**config.mk**
```make
export PLATFORM = sky130hd
export DESIGN_NAME = nav_ctrl_gen
export DESIGN_NICKNAME = d
export VERILOG_FILES = /design/src/rtl/nav_ctrl_gen.sv
export SDC_FILE = /design/constraint.sdc
export NUM_CORES = 1
export LEC_CHECK = 0
export CAP_MARGIN = 10
export CORE_ASPECT_RATIO = 1.2
export CORE_MARGIN = 3
export CORE_UTILIZATION = 26
export CTS_BUF_LIST = sky130_fd_sc_hd__clkbuf_16
export CTS_CLUSTER_SIZE = 16
export DETAILED_ROUTE_END_ITERATION = 12
export PLACE_DENSITY = 0.46
export SETUP_SLACK_MARGIN = 0.5
export SYNTH_ARGS = -nofsm -noshare
export SYNTH_HDL_FRONTEND = slang
export SYNTH_SLANG_ARGS = --single-unit
export TNS_END_PERCENT = 20
```
**constraint.sdc**
```tcl
create_clock -name clk -period 2.08 [get_ports clk]
set_input_delay 0.208 -clock clk [delete_from_list [all_inputs] [get_ports clk]]
set_output_delay 0.208 -clock clk [all_outputs]
set_load 0.02 [all_outputs]
```
**src/rtl/nav_ctrl_gen.sv**
```systemverilog
// Forward/heading navigation controller: sequences heading changes and forward
// moves, and produces the saturating forward-speed ramp consumed by the PID.
module nav_ctrl_gen #(
  parameter int               SPD_W      = 11,
  parameter logic [SPD_W-1:0] MAX_SPD    = 11'h2A0,
  parameter logic [SPD_W-1:0] MIN_SPD    = 11'h0D0,
  parameter logic [5:0]       INC        = 6'h02,
  parameter int               DEC_SHIFT  = 1,
  parameter int               FAST_SHIFT = 3,
  parameter int               SKIP_W     = 3,
  parameter logic [23:0]      TMO_CYC    = 24'd5_000_000
) (
  input  logic              clk,
  input  logic              rst,
  input  logic              strt_hdng,
  input  logic              strt_mv,
  input  logic              stp_lft,
  input  logic              stp_rght,
  input  logic [SKIP_W-1:0] opn_skip,
  input  logic              abort,
  input  logic              hdng_rdy,
  input  logic              at_hdng,
  input  logic              lft_opn,
  input  logic              rght_opn,
  input  logic              frwrd_opn,
  output logic              mv_cmplt,
  output logic              hdng_tmo,
  output logic              moving,
  output logic              en_fusion,
  output logic [SPD_W-1:0]  frwrd_spd
);

  typedef enum logic [2:0] {S_IDLE, S_HDNG, S_ACCEL, S_DEC, S_DFAST} state_t;

  // One guard bit so the accelerate add cannot wrap before the clamp.
  localparam logic [SPD_W:0] INC_X   = {{(SPD_W-5){1'b0}}, INC};
  localparam logic [SPD_W:0] DSTEP_X = INC_X << DEC_SHIFT;
  localparam logic [SPD_W:0] FSTEP_X = INC_X << FAST_SHIFT;
  localparam logic [SPD_W:0] MAX_X   = {1'b0, MAX_SPD};

  state_t            r_state, w_nxt;
  logic [SPD_W-1:0]  r_spd;
  logic [SKIP_W-1:0] r_skip;
  logic [23:0]       r_timer;
  logic              r_at_prev, r_lft_prev, r_rght_prev;

  logic              w_hdng_rise, w_lft_rise, w_rght_rise, w_qual;
  logic              w_tmo_hit, w_hdng_exit, w_spd_zero, w_fast_stop;
  logic [SPD_W:0]    w_spd_x, w_sum, w_dec_x, w_fast_x;
  logic [SPD_W-1:0]  w_acc;

  assign w_hdng_rise = at_hdng & ~r_at_prev;
  assign w_lft_rise  = lft_opn & ~r_lft_prev;
  assign w_rght_rise = rght_opn & ~r_rght_prev;
  assign w_qual      = (w_lft_rise & stp_lft) | (w_rght_rise & stp_rght);
  assign w_tmo_hit   = (TMO_CYC != 24'd0) && (r_timer == TMO_CYC - 24'd1);
  assign w_hdng_exit = abort | w_hdng_rise | w_tmo_hit;
  assign w_spd_zero  = (r_spd == '0);
  assign w_fast_stop = abort | ~frwrd_opn;

  assign w_spd_x  = {1'b0, r_spd};
  assign w_sum    = w_spd_x + INC_X;
  assign w_acc    = (w_sum > MAX_X) ? MAX_SPD : w_sum[SPD_W-1:0];
  assign w_dec_x  = (w_spd_x > DSTEP_X) ? (w_spd_x - DSTEP_X) : '0;
  assign w_fast_x = (w_spd_x > FSTEP_X) ? (w_spd_x - FSTEP_X) : '0;

  assign frwrd_spd = r_spd;
  assign en_fusion = r_spd > (MAX_SPD >> 1);

  always_ff @(posedge clk) begin
    if (rst) r_state <= S_IDLE;
    else     r_state <= w_nxt;
  end

  always_comb begin
    w_nxt = r_state;
    case (r_state)
      S_IDLE:  if (strt_hdng)    w_nxt = S_HDNG;
               else if (strt_mv) w_nxt = S_ACCEL;
      S_HDNG:  if (w_hdng_exit)  w_nxt = S_IDLE;
      S_ACCEL: if (w_fast_stop)  w_nxt = S_DFAST;
               else if (w_qual && r_skip == '0) w_nxt = S_DEC;
      // Completion wins over abort so mv_cmplt is never followed by a second pulse.
      S_DEC:   if (w_spd_zero)   w_nxt = S_IDLE;
               else if (abort)   w_nxt = S_DFAST;
      S_DFAST: if (w_spd_zero)   w_nxt = S_IDLE;
      default: w_nxt = S_IDLE;
    endcase
  end

  always_comb begin
    mv_cmplt = 1'b0;
    hdng_tmo = 1'b0;
    moving   = (r_state != S_IDLE);
    case (r_state)
      S_HDNG: begin
        mv_cmplt = w_hdng_exit;
        hdng_tmo = w_tmo_hit & ~abort & ~w_hdng_rise;
      end
      S_DEC, S_DFAST: mv_cmplt = w_spd_zero;
      default: ;
    endcase
  end

  always_ff @(posedge clk) begin
    if (rst) begin
      r_spd       <= '0;
      r_skip      <= '0;
      r_timer     <= '0;
      r_at_prev   <= 1'b0;
      r_lft_prev  <= 1'b0;
      r_rght_prev <= 1'b0;
    end else begin
      r_at_prev   <= at_hdng;
      r_lft_prev  <= lft_opn;
      r_rght_prev <= rght_opn;
      case (r_state)
        S_IDLE: begin
          if (strt_hdng) r_timer <= '0;
          else if (strt_mv) begin
            r_spd  <= MIN_SPD;
            r_skip <= opn_skip;
          end
        end
        S_HDNG:  if (!w_hdng_exit) r_timer <= r_timer + 24'd1;
        S_ACCEL: begin
          if (hdng_rdy) r_spd <= w_acc;
          if (!w_fast_stop && w_qual && r_skip != '0) r_skip <= r_skip - 1'b1;
        end
        S_DEC:   if (hdng_rdy) r_spd <= w_dec_x[SPD_W-1:0];
        S_DFAST: if (hdng_rdy) r_spd <= w_fast_x[SPD_W-1:0];
        default: ;
      endcase
    end
  end

endmodule

```
==> flow_summary_export.csv <==
group,metric,value,unit
outcome,outcome,"finished, violations left",
outcome,violations,"setup timing",
layout,final_common_cell,"buf_4",
run,drv_cap,0,
layout,fin_nets,547,
floorplanning,die_h,124,um
critical_path,required,1870,ps
cts,clk_pin_slew,60,ps
cts,cts_root_buf,"clkbuf_16",
floorplanning,std_cell_rows,42,
power_and_ir_drop,power_density,605,mW/mm^2
detailed_routing,post_drt_via_cell_ratio,5.06,
logic_synthesis,async_flop_share,0,%
sta,setup_violations,8,
logic_synthesis,yosysSeqAreaShare,28.4,%
detailed_routing,vias,3413,
grt,grt_max_degree,20,
logic_synthesis,synth.area.top_cells,"dfxtp_1, nand2_1, ha_1",
sta,fin_crit_sh,107,%
floorplanning,core_area,0.0112,mm^2
logic_synthesis,syn_area,0.00303,mm^2
detailed_routing,wl,10500,um
logic_synthesis,ys_seq_elements,43,
sta,finalHoldViolations,0,
place,portBuffers,28,
critical_path,rrSetupSlack,-90,ps
logic_synthesis,syn_nets,427,
logic_synthesis,synth_cell_types,60,
critical_path,crit_fanout,2,
floorplanning,start_util,27.1,%
detailed_routing,drcViolationCount,0,
cts,clock_path_buffers,2,
cts,cts_buffers,5,
sta,clock_skew,6.59,ps
cts,holdBufCountCts,0,
detailed_routing,post_drt_wl_per_cell,15.5,um
logic_synthesis,yosysTopAreaCell,"dfxtp_1",
logic_synthesis,synthFlopType,"dfxtp_1",
logic_synthesis,synth_top_area_share,28.4,%
cts,clock_sinks,43,
logic_synthesis,synth-edff-count,0,
cts,clock_latency,290,ps
floorplanning,die_w,105,um
grt,gr-usage-all-layers,16.1,%
power_and_ir_drop,finalPower,0.00303,W
layout,drive_gt1_share,42.6,%
layout,layout_common_cells,"buf_4, nor2_1, dfxtp_1",
power_and_ir_drop,p_leak,1.98,nW
critical_path,critPathKind,"flip-flop to output port",
detailed_routing,drtIter0Drc,83,
cts,cts_htree_levels,2,
place,routabilityCongestion,0.826,
sta,holdWs,486,ps
sta,setup_ws,-138,ps
critical_path,timing.rr.start,"r_timer[16]$_SDFFE_PP0P_",
floorplanning,ios,30,
cts,cts_tree,"yes",
critical_path,crit_path_start_kind,"flip-flop",
layout,antenna-diode-count,0,
detailed_routing,drt-pass1-iter-count,4,
critical_path,setup.worst_path.start,"r_timer[16]$_SDFFE_PP0P_",
floorplanning,dieArea,0.0130,mm^2
grt,grt_pass1_wl,17000,um
logic_synthesis,syn_inst,400,
grt,grt_pass1_vias,3491,
critical_path,cp.arrival,2010,ps
min_path,worstHoldStart,"r_skip[0]$_SDFFE_PP0P_",
logic_synthesis,syn_avg_cell_area,7.59,um^2
sta,max_freq,0.451,GHz
layout,area_delta_synth_final,65.1,%
logic_synthesis,ys_warn_count,0,
sta,maxSlewViolCount,0,
sta,rsz0062_at_grt,"yes",
critical_path,critPathCaptureType,"output port",
power_and_ir_drop,peakVddDrop,0.000322,V
sta,period_needed,2220,ps
detailed_routing,antenna_left,0,
place,dp_hpwl,7670,um
grt,antenna_found_initial,0,
min_path,min_path_type,"flip-flop to flip-flop",
grt,grt.overflow.total,0,
-- flip-flops by register name, summed over array words and instances, names as in the netlist --
signal,count
r_lft_prev,1
r_rght_prev,1
frwrd_spd,10
r_state,3
r_at_prev,1
r_skip,3
r_timer,24
-- worst max-delay path, stage by stage (launching register included) --
cell,delay [ps]
dfxtp_2,340
nor4b_4,280
nand3_2,130
or4_4,510
a31oi_2,140
a32o_2,190
buf_6,120
-- layout make-up --
type / count / area (um^2)
Clock buffer: 5 / 125
Clock inverter: 3 / 43.8
Fill cell: 1143 / 6180
Inverter: 19 / 73.8
Multi-Input combinational cell: 318 / 2540
Sequential cell: 43 / 887
Tap cell: 154 / 193
Timing Repair Buffer: 133 / 1150
-- stage by stage --
step | std cells | util [%] | setup WS, ps | area (um^2) | setup TNS (ps)
finish | 675 | 44.7 | -138 | 5010 | -571
global route | 675 | 44.7 | -207 | 5010 | -1730
CTS | 671 | 42.7 | -186 | 4780 | -216
detailed placement | 652 | 37.7 | -518 | 4220 | -1890
global placement | 652 | 37.7 | -474 | 4220 | -1410
floorplan | 400 | - | 132 | 3180 | 0
-- final timing paths --
path / end / cells past startpoint
worst max-delay path: mv_cmplt / 6
worst min-delay path: r_skip[0]$_SDFFE_PP0P_ / 2
worst max register to register: r_timer[4]$_SDFFE_PP0P_ / 9
worst min register to register: r_skip[0]$_SDFFE_PP0P_ / 2
-- routing by layer --
layer	routed length, um	global-route usage [%]	vias to the layer above
met5	0	0	-
met2	6010	31.8	61
met3	296	2.49	17
met4	225	5.48	0
li1	-	-	1687
met1	3950	17.0	1648
-- where the power goes --
| group | switching (W) | internal [W] |
|---|---|---|
| Combinational | 0.000655 | 0.000557 |
| Sequential | 0.0000325 | 0.000863 |
| Clock | 0.000353 | 0.000567 |
| Total | 0.00104 | 0.00199 |
-- cells by family after synthesis --
group | synth area share (%)
xor gates and xnor gates | 3.75
muxes | 1.65
other | 0.124
and+or+nand+nor | 30.8
DFF | 28.4
buffers and inverters | 5.65
AOI/OAI and AO/OA | 24.7
adders and majority gates | 4.95
-- Yosys cell counts (all sizes together), types with 4 or more instances --
cell and number:
nor4 5, nor2b 8, a21oi 30, mux2i 5, or4 4, or3 11, a211oi 8, nand3b 5
a21boi 5, and3 12, nor3 10, o211ai 5, nand2 41, o22ai 4, nand3 15, nand2b 4
xnor2 11, inv 19, and2 5, dfxtp 43, clkbuf 12, a31oi 11, nor2 35, buf 8
a21o 5, ha 12, nor3b 4, o21ai 23
-- timing repair --
action,4_1_cts,5_1_grt
setup endpoints to repair,52,44
cloned,1,0
resized for setup,99,45
setup buffers,10,4
pin swaps,53,37
Note: power is estimated with default switching activity, not from simulation.
